**src/rtl/gcd_sched_pkg.sv**
```systemverilog
// gcd_sched_pkg
// Shared types and sizing helpers for the GCD job scheduler.
//   sched_state_t : scheduler FSM states
//   cnt_width()   : watchdog counter width for a given timeout, $clog2(TIMEOUT+1)
//   idx_width()   : requester index width for a given requester count, $clog2(N_REQ)
package gcd_sched_pkg;

    typedef enum logic [2:0] {
        IDLE,
        ISSUE,
        WAIT,
        BYPASS,
        RESP
    } sched_state_t;

    localparam int DEFAULT_N_REQ   = 4;
    localparam int DEFAULT_WIDTH   = 16;
    localparam int DEFAULT_TIMEOUT = 1023;

    // Watchdog counter must be able to hold the value TIMEOUT itself.
    function automatic int cnt_width(input int timeout);
        return (timeout < 1) ? 1 : $clog2(timeout + 1);
    endfunction

    // Owner/pointer index width; never allowed to collapse to zero bits.
    function automatic int idx_width(input int n_req);
        return (n_req < 2) ? 1 : $clog2(n_req);
    endfunction

endpackage

```
**src/rtl/rr_pick.sv**
```systemverilog
// rr_pick
// Combinational round-robin picker.
//   req    : request vector, one bit per requester
//   ptr    : highest-priority requester index
//   winner : first set bit at or above ptr, wrapping to bit 0
//   any    : at least one request is set
module rr_pick #(
    parameter int N_REQ = 4,
    parameter int IW    = 2
) (
    input  logic [N_REQ-1:0] req,
    input  logic [IW-1:0]    ptr,
    output logic [IW-1:0]    winner,
    output logic             any
);

    // Two descending scans: the first leaves the lowest set bit overall
    // (the wrap-around answer), the second overrides it with the lowest
    // set bit at or above ptr whenever one exists.
    always_comb begin
        winner = '0;
        any    = |req;
        for (int i = N_REQ - 1; i >= 0; i--) begin
            if (req[i]) begin
                winner = IW'(i);
            end
        end
        for (int i = N_REQ - 1; i >= 0; i--) begin
            if (req[i] && (IW'(i) >= ptr)) begin
                winner = IW'(i);
            end
        end
    end

endmodule

```
**src/rtl/gcd_job_scheduler.sv**
```systemverilog
// gcd_job_scheduler
// Shares one subtractive GCD engine between N_REQ requesters with
// round-robin arbitration, a zero-operand bypass and a watchdog.
//   clk, rst             : clock, asynchronous active-high reset
//   req, a_in, b_in      : per-requester job request and packed operands
//   grant                : one-hot pulse, job accepted and operands captured
//   rsp_valid, rsp_gcd,
//   rsp_err              : one-hot result pulse, result value, timeout flag
//   busy                 : high whenever the scheduler is not idle
//   eng_start, eng_a,
//   eng_b                : start pulse and held operands to the engine
//   eng_done, eng_gcd    : engine completion and result
module gcd_job_scheduler
    import gcd_sched_pkg::*;
#(
    parameter int N_REQ   = 4,
    parameter int WIDTH   = 16,
    parameter int TIMEOUT = 1023
) (
    input  logic                   clk,
    input  logic                   rst,
    input  logic [N_REQ-1:0]       req,
    input  logic [N_REQ*WIDTH-1:0] a_in,
    input  logic [N_REQ*WIDTH-1:0] b_in,
    output logic [N_REQ-1:0]       grant,
    output logic [N_REQ-1:0]       rsp_valid,
    output logic [WIDTH-1:0]       rsp_gcd,
    output logic                   rsp_err,
    output logic                   busy,
    output logic                   eng_start,
    output logic [WIDTH-1:0]       eng_a,
    output logic [WIDTH-1:0]       eng_b,
    input  logic                   eng_done,
    input  logic [WIDTH-1:0]       eng_gcd
);

    localparam int CW = cnt_width(TIMEOUT);
    localparam int IW = idx_width(N_REQ);
    localparam logic [CW-1:0] CNT_LAST   = CW'(TIMEOUT - 1);
    localparam logic [IW-1:0] OWNER_LAST = IW'(N_REQ - 1);

    sched_state_t state, next_state;

    logic [IW-1:0]    ptr, owner, winner;
    logic             any_req;
    logic [CW-1:0]    cnt;
    logic [WIDTH-1:0] sel_a, sel_b;
    logic             operand_zero, timeout_hit;
    logic [N_REQ-1:0] onehot_winner, onehot_owner;

    logic [N_REQ-1:0] grant_d, rsp_valid_d;
    logic [WIDTH-1:0] rsp_gcd_d, eng_a_d, eng_b_d;
    logic             rsp_err_d, eng_start_d, busy_d;
    logic [IW-1:0]    ptr_d, owner_d;
    logic [CW-1:0]    cnt_d;

    rr_pick #(
        .N_REQ (N_REQ),
        .IW    (IW)
    ) u_pick (
        .req    (req),
        .ptr    (ptr),
        .winner (winner),
        .any    (any_req)
    );

    // Select the winning requester's operands and build one-hot forms of
    // the winner (for grant) and the latched owner (for the response).
    always_comb begin
        sel_a         = '0;
        sel_b         = '0;
        onehot_winner = '0;
        onehot_owner  = '0;
        for (int i = 0; i < N_REQ; i++) begin
            if (winner == IW'(i)) begin
                sel_a            = a_in[i*WIDTH +: WIDTH];
                sel_b            = b_in[i*WIDTH +: WIDTH];
                onehot_winner[i] = 1'b1;
            end
            if (owner == IW'(i)) begin
                onehot_owner[i] = 1'b1;
            end
        end
    end

    // The subtractive engine never terminates with a zero operand, so those
    // jobs are answered locally. The watchdog fires on the cycle the count
    // would reach TIMEOUT.
    assign operand_zero = (sel_a == '0) || (sel_b == '0);
    assign timeout_hit  = (cnt == CNT_LAST);

    // State register. Reset drops any job in flight without a response.
    always_ff @(posedge clk or posedge rst) begin
        if (rst) begin
            state <= IDLE;
        end else begin
            state <= next_state;
        end
    end

    // Next-state logic. In WAIT a completing engine and an expiring watchdog
    // both lead to RESP; which result is reported is decided in the output
    // logic, where eng_done takes priority.
    always_comb begin
        next_state = state;
        case (state)
            IDLE:    if (any_req) next_state = operand_zero ? BYPASS : ISSUE;
            ISSUE:   next_state = WAIT;
            WAIT:    if (eng_done || timeout_hit) next_state = RESP;
            BYPASS:  next_state = RESP;
            RESP:    next_state = IDLE;
            default: next_state = IDLE;
        endcase
    end

    // Next values for every registered output and datapath register. Pulse
    // outputs default to zero so each lasts exactly one cycle; operand and
    // result registers hold unless a state explicitly reloads them. The
    // pointer moves only after a response, giving the just-served requester
    // the lowest priority in the next arbitration.
    always_comb begin
        grant_d     = '0;
        rsp_valid_d = '0;
        eng_start_d = 1'b0;
        rsp_err_d   = 1'b0;
        busy_d      = (next_state != IDLE);
        rsp_gcd_d   = rsp_gcd;
        eng_a_d     = eng_a;
        eng_b_d     = eng_b;
        owner_d     = owner;
        ptr_d       = ptr;
        cnt_d       = cnt;
        case (state)
            IDLE: begin
                if (any_req) begin
                    grant_d     = onehot_winner;
                    eng_a_d     = sel_a;
                    eng_b_d     = sel_b;
                    owner_d     = winner;
                    eng_start_d = !operand_zero;
                end
            end
            ISSUE: begin
                cnt_d = '0;
            end
            WAIT: begin
                cnt_d = cnt + 1'b1;
                if (eng_done) begin
                    rsp_valid_d = onehot_owner;
                    rsp_gcd_d   = eng_gcd;
                end else if (timeout_hit) begin
                    rsp_valid_d = onehot_owner;
                    rsp_gcd_d   = '0;
                    rsp_err_d   = 1'b1;
                end
            end
            BYPASS: begin
                rsp_valid_d = onehot_owner;
                rsp_gcd_d   = eng_a | eng_b;
            end
            RESP: begin
                ptr_d = (owner == OWNER_LAST) ? '0 : owner + 1'b1;
            end
            default: ;
        endcase
    end

    // Output and datapath registers; every output of the block comes from here.
    always_ff @(posedge clk or posedge rst) begin
        if (rst) begin
            grant     <= '0;
            rsp_valid <= '0;
            rsp_gcd   <= '0;
            rsp_err   <= 1'b0;
            busy      <= 1'b0;
            eng_start <= 1'b0;
            eng_a     <= '0;
            eng_b     <= '0;
            owner     <= '0;
            ptr       <= '0;
            cnt       <= '0;
        end else begin
            grant     <= grant_d;
            rsp_valid <= rsp_valid_d;
            rsp_gcd   <= rsp_gcd_d;
            rsp_err   <= rsp_err_d;
            busy      <= busy_d;
            eng_start <= eng_start_d;
            eng_a     <= eng_a_d;
            eng_b     <= eng_b_d;
            owner     <= owner_d;
            ptr       <= ptr_d;
            cnt       <= cnt_d;
        end
    end

endmodule

```
**config.mk**
```make
export PLATFORM = sky130hd
export DESIGN_NAME = gcd_job_scheduler
export DESIGN_NICKNAME = d
export VERILOG_FILES = /design/src/rtl/gcd_sched_pkg.sv /design/src/rtl/rr_pick.sv /design/src/rtl/gcd_job_scheduler.sv
export SDC_FILE = /design/constraint.sdc
export NUM_CORES = 1
export LEC_CHECK = 0
export BUFFER_PORTS_ARGS = -buffer_cell sky130_fd_sc_hd__buf_2
export CORE_UTILIZATION = 50
export DETAILED_ROUTE_END_ITERATION = 6
export GPL_ROUTABILITY_DRIVEN = 0
export PLACE_DENSITY = 0.95
export SYNTH_ARGS = -nofsm -noshare
export SYNTH_HDL_FRONTEND = slang
export SYNTH_SLANG_ARGS = --single-unit
export TNS_END_PERCENT = 100
```
**constraint.sdc**
```tcl
create_clock -name clk -period 6.8 [get_ports clk]
set_input_delay 0.68 -clock clk [delete_from_list [all_inputs] [get_ports clk]]
set_output_delay 0.68 -clock clk [all_outputs]
set_load 0.01 [all_outputs]
```
==> results of run 1 <==
-- cells in the mapped netlist (3+ instances only) --
cell,number
a21o_1,5
a21oi_1,18
a221o_1,6
a221oi_1,7
a222oi_1,4
a22o_1,6
a22oi_1,9
a2bb2oi_1,3
a31oi_1,18
a32oi_1,3
and2_1,10
and3_1,8
buf_2,11
buf_6,3
clkbuf_1,16
dfrtp_1,76
ha_1,6
inv_1,11
mux2_2,6
mux2i_1,5
nand2_1,72
nand2b_1,4
nand3_1,17
nand4_1,4
nor2_1,45
nor2b_1,5
nor3_1,6
o211ai_1,3
o21ai_0,60
o21ai_1,5
o21bai_1,3
o22a_1,3
o31ai_1,4
or3_1,3
or4_1,5
-- worst min-delay path: stages, from the launching register on --
cell     delay [ps]
dfrtp_1         340
nand2_1          40
o21ai_0          60
-- cells by family (layout without fill, tap and decap cells) --
logic type | Yosys count | after routing
AOI/OAI and AO/OA | 168 | 168
adders and majority gates | 6 | 6
buffers and inverters | 43 | 239
DFF | 76 | 76
muxes | 11 | 11
and+or+nand+nor | 192 | 192
-- path summary, 6_finish.rpt --
check	startpoint	end	slack, ps	depth (start not counted)
worst max-delay path	ptr[0]	eng_start	3580	8
worst min-delay path	rsp_gcd[8]	rsp_gcd[8]	480	2
worst max register to register	ptr[0]	eng_start	3580	8
worst min register to register	rsp_gcd[8]	rsp_gcd[8]	480	2
max in group asynchronous	rst	eng_b[6]	5600	3
min in group asynchronous	rst	rsp_gcd[12]	590	3
-- cell type report --
cell class / instances / area [um^2] / area share, %
Sequential cell: 76 / 1900 / 34.1
Clock buffer: 12 / 155 / 2.78
Tap cell: 105 / 131 / 2.35
Timing Repair Buffer: 212 / 1070 / 19.1
Inverter: 11 / 41.3 / 0.739
Clock inverter: 4 / 47.5 / 0.851
Multi-Input combinational cell: 377 / 2240 / 40.1
-- power breakdown --
group | switching [mW] | internal [mW]
combinational | 0.668 | 0.431
clock | 0.160 | 0.188
sequential | 0.166 | 0.634
-- state kept, by name (all words and copies together) (netlist names) --
register,count
busy,1
cnt,10
eng_a,16
eng_b,16
eng_start,1
grant,4
owner,2
ptr,2
rsp_err,1
rsp_gcd,16
rsp_valid,4
state,3
-- routing by layer --
layer | GRT usage, % | vias to the layer above
met1 | 41.4 | 2250
met5 | 0 | -
met3 | 5.18 | 65
met2 | 51.5 | 330
li1 | - | 2204
met4 | 17.2 | 0
==> flow_summary.ini, run 1 <==
[setup_path]
cp_max_fo = 26
worst-setup-path-type = reg -> reg
critPathArrivalTime_ps = 3460
cpLargestDelayFamily = simple AND/OR/NAND/NOR gates
crit_path_end_kind = flop
crit_chain = and2b_2 > o311ai_2 > and2_1 > nand2b_1 > a221oi_1 > nand4bb_1 > a2bb2oi_1 > and2_1
required_ps = 7040
path_common_cell = and2_1
worst_path_max_delay_cell = and2_1
path_buf_inv = 0
crit_path_max_incr_delay_ps = 790
critPathLaunchType = flop

[detailed_routing]
postRouteAntennaNets = 0
num_vias = 4849
routedWlPerCell_um = 18.1
met2_wirelength_um = 6850
drt-met1-wl_um = 5510
drcViolationCount = 0
vias_per_cell = 6.08
met3_length_um = 1410
top_layer_used = met4
drt_iter0_drc = 326
drt_wl_total_um = 14400
dr.pass1.iters = 6

[global_routing]
grt_max_degree = 77
grt_pass1_wl_um = 21600
grt_usage_pct = 32.1
grt_pass1_vias = 4416
antenna_found_initial = 0
grt-ovfl-total = 0

[synthesis]
synth_area_leader_cell = dfrtp_1
synth_seq_cells = 76
synthCells = 496
yosysSeqAreaShare_pct = 43.9
synth_top_area_share_pct = 43.9
ys_top_cells_by_area = dfrtp_1 (44%), o21ai_0 (6.9%), nand2_1 (6.2%)
synth_simple_gate_area_share_pct = 21.4
async_flop_share_pct = 100
synthXorXnorAreaFrac_pct = 0
synthMuxAreaShare_pct = 2.71
avgSynthCellArea_um2 = 8.74
syn_nets = 653
synth_ff_type = dfrtp_1
ys_types = 57
synth_area_um2 = 4330
synth_fa_ha_area_share_pct = 1.73
synth_edf_count = 0
yosys_warnings = 0
synth_compound_area_share_pct = 25.6
synth_top_family_by_area = compound AO/OA/AOI/OAI gates

[pwr]
vdd_drop_max_mv = 0.175
powerDensity_nw_per_um2 = 403
total_power_mw = 2.25
p_leak_nw = 2.83

[floorplan]
die_h_um = 95.1
core_area_um2 = 8300
initial_utilization_pct = 52.2
dieArea_um2 = 9040
fp.dieW_um = 95.1
num_rows = 33
pin_count = 210

[finish]
layout_common_cells = buf_2 (209), dfrtp_1 (76), nand2_1 (72)
n_fill_cell = 706
diodes = 0
layout.nets = 844
fin_area_um2 = 5580
syn_to_final_growth_pct = 28.8
final_layout_size_suffix_gt1_share_pct = 35.1
final_common_cell = buf_2
postLayoutCoreUtil_pct = 67.3
layout.cells.non_filler = 797

[sta]
finalMaxSlewViolations = 0
clock_skew_ps = 8.66
tns_ps = 0
rsz0062_at_grt = no
fin_crit_sh_pct = 47.3
maxSlewHeadroom_pct = 36.2
period_minus_slack_ps = 3220
hold_ws_ps = 477
setup_viol = 0
fin_ws_ps = 3580
worst_slew_pin_slew_ps = 955
hold_viol = 0
fmax_ghz = 0.311

[clock_network]
clockBufferDepth = 2
postCtsSetupRepairBufs = 0
cts_max_level = 3
path_clk_slew_ps = 80
cts_tree = built
clockRootBuffer = clkbuf_8
cts-resized-gates = 0
cts_hold_buf = 0
clkSinkCount = 76
cts_inserted_buffers = 9
clock_latency_ps = 350

[placement]
placed_cells = 781
port_buffers = 209
place_worst_setup_slack_ps = 3430
dp_hpwl_um = 11300
place_area_um2 = 5380

[status]
status = finished, final reports clean

[run]
max_cap_violations = 0

[worst_hold_path]
hold_path.class = reg -> reg
Power figures use the tool's default switching activity.
==> inputs of run 2 (changes only) <==
Settings changed: CORE_UTILIZATION 50 to 42, PLACE_DENSITY 0.95 to 0.86.
Clock period 6.8 ns to 2.8 ns, I/O delays scaled along.
==> run 2 against run 1 <==
Effect of this change:
- hold slack got worse by 410 ps
- via count rose by 2.0%
- global-route usage fell by 3.1 points
==> flow_summary.ini, run 2 (same netlist as run 1, synthesis figures left out) <==
[global_routing]
antenna_found_initial = 1
grt_pass1_vias = 4717
grt_usage_pct = 29.0
grt_pass1_wl_um = 24400
grt_max_degree = 59
grt-ovfl-total = 0

[setup_path]
cp_max_fo = 8
r2r_end = state[1]
crit_path_max_incr_delay_ps = 660
critPathLaunchType = flop
required_ps = 3010
r2r_slack_ps = 50
cpLargestDelayFamily = simple AND/OR/NAND/NOR gates
cp.depth = 8
r2r_start = ptr[0]
path_buf_inv = 0
crit_path_end_kind = flop
critPathArrivalTime_ps = 2950
crit_chain = and2b_2 > or4_1 > nand2_4 > mux2i_1 > o21ai_0 > nand4bb_1 > a2bb2oi_1 > o21ai_1
worst_path_max_delay_cell = or4_1
ff2ff_path_depth = 8
worst-setup-path-type = reg -> reg

[clock_network]
cts_max_level = 3
clockBufferDepth = 2
clock_latency_ps = 340
cts_inserted_buffers = 9
clockRootBuffer = clkbuf_8
cts_tree = built
path_clk_slew_ps = 80
clkSinkCount = 76

[pwr]
pwr-share-seq_pct = 33.2
p_switching_mw = 2.51
powerDensity_nw_per_um2 = 998
p_leak_nw = 2.94
power_frac_comb_pct = 49.6
p_int_mw = 3.33
switching_share_pct = 43.0
vdd_drop_max_mv = 0.444
total_power_mw = 5.83
pwr-share-clk_pct = 17.2

[sta]
hold_viol = 0
worst_slew_pin_slew_ps = 755
maxSlewHeadroom_pct = 49.6
fin_crit_sh_pct = 98.1
fmax_ghz = 0.364
setup_viol = 0
finalMaxSlewViolations = 0
tns_ps = 0
period_minus_slack_ps = 2750
clock_skew_ps = 14.7

[floorplan]
die_h_um = 104
dieArea_um2 = 10700
num_rows = 36
pin_count = 210
fp.dieW_um = 104
core_area_um2 = 9910
initial_utilization_pct = 43.7

[finish]
layout.cells.non_filler = 843
final_layout_size_suffix_gt1_share_pct = 37.4
layout.nets = 862
final_common_cell = buf_2
syn_to_final_growth_pct = 34.8
layout_common_cells = buf_2 (209), dfrtp_1 (75), nand2_1 (72)
largestRegisters = eng_a (16), eng_b (16), rsp_gcd (16)
n_fill_cell = 881

[detailed_routing]
dr.pass1.iters = 5
drt_iter0_drc = 445
num_vias = 4946
postRouteAntennaNets = 0
vias_per_cell = 5.87
routedWlPerCell_um = 18.3
drt_wl_total_um = 15400
drcViolationCount = 0

[status]
status = finished, final reports clean

[placement]
port_buffers = 209
dp_hpwl_um = 12400
placed_cells = 825

[worst_hold_path]
hold_path.class = in -> async

[run]
max_cap_violations = 0
==> run 2: cell types whose count changed in the layout (fill, tap and decap cells not counted), sizes merged <==
cell and delta:
buf +18, diode +1, clkbuf -1, bufinv +2, clkinv -2
==> run 2: per-stage QoR <==
| stage | hold slack, ps | setup WS [ps] | instance area [um^2] | utilization [%] |
|---|---|---|---|---|
| after floorplan | 448 | 395 | 4330 | - |
| after global placement | 431 | 167 | 5550 | 56.0 |
| after detailed placement | 449 | 85.2 | 5550 | 56.0 |
| after CTS | 77.1 | 75.3 | 5790 | 58.4 |
| after global routing | 129 | -1.63 | 5840 | 59.0 |
| final | 68.6 | 52.9 | 5840 | 59.0 |
==> run 2: worst register-to-register path: stages, from the launching register on <==
cell,delay (ps)
dfrtp_1,400
and2b_2,280
or4_1,660
nand2_4,200
mux2i_1,110
o21ai_0,450
nand4bb_1,200
a2bb2oi_1,230
o21ai_1,80
==> run 2: power by group through the flow <==
stage	clock network, mW	logic (mW)	registers (mW)
global route	1.06	3.19	1.99
detailed placement	0	2.79	1.95
floorplan	0	1.61	2.01
CTS	1.01	2.80	1.93
global placement	0	2.71	1.92
finish	1.00	2.89	1.94
==> run 2: area by class of cell <==
cell class / instances / area (um^2) / area share (%)
well taps: 133 / 166 / 2.85
multi-input cells: 377 / 2270 / 38.9
repair buffers: 230 / 1220 / 20.8
inverters: 11 / 41.3 / 0.707
clock inverters: 4 / 97.6 / 1.67
diodes: 1 / 2.50 / 0.0428
clock buffers: 11 / 141 / 2.42
flip-flops and latches: 76 / 1900 / 32.6
==> run 2: worst max-delay path by stage <==
stage,start,end,slack (ps)
after floorplan,ptr[1],eng_start,390
after global placement,req[0],eng_start,170
after detailed placement,req[3],eng_start,90
after CTS,ptr[1],eng_start,80
after global routing,ptr[0],eng_start,-2
final,ptr[0],state[1],50
==> run 2: what timing repair did <==
item / in CTS / in global routing
setup endpoints to repair: 0 / 2
gates resized for setup: 0 / 7
setup buffers: 0 / 2
hold buffers: 0 / 0
==> run 2: layer usage <==
layer  wire [um]  GRT usage [%]  vias to the layer above
li1            -              -                     2239
met1        6300           39.0                     2322
met2        7130           46.5                      332
met3        1420           4.66                       53
met4         584           12.2                        0
met5           0              0                        -
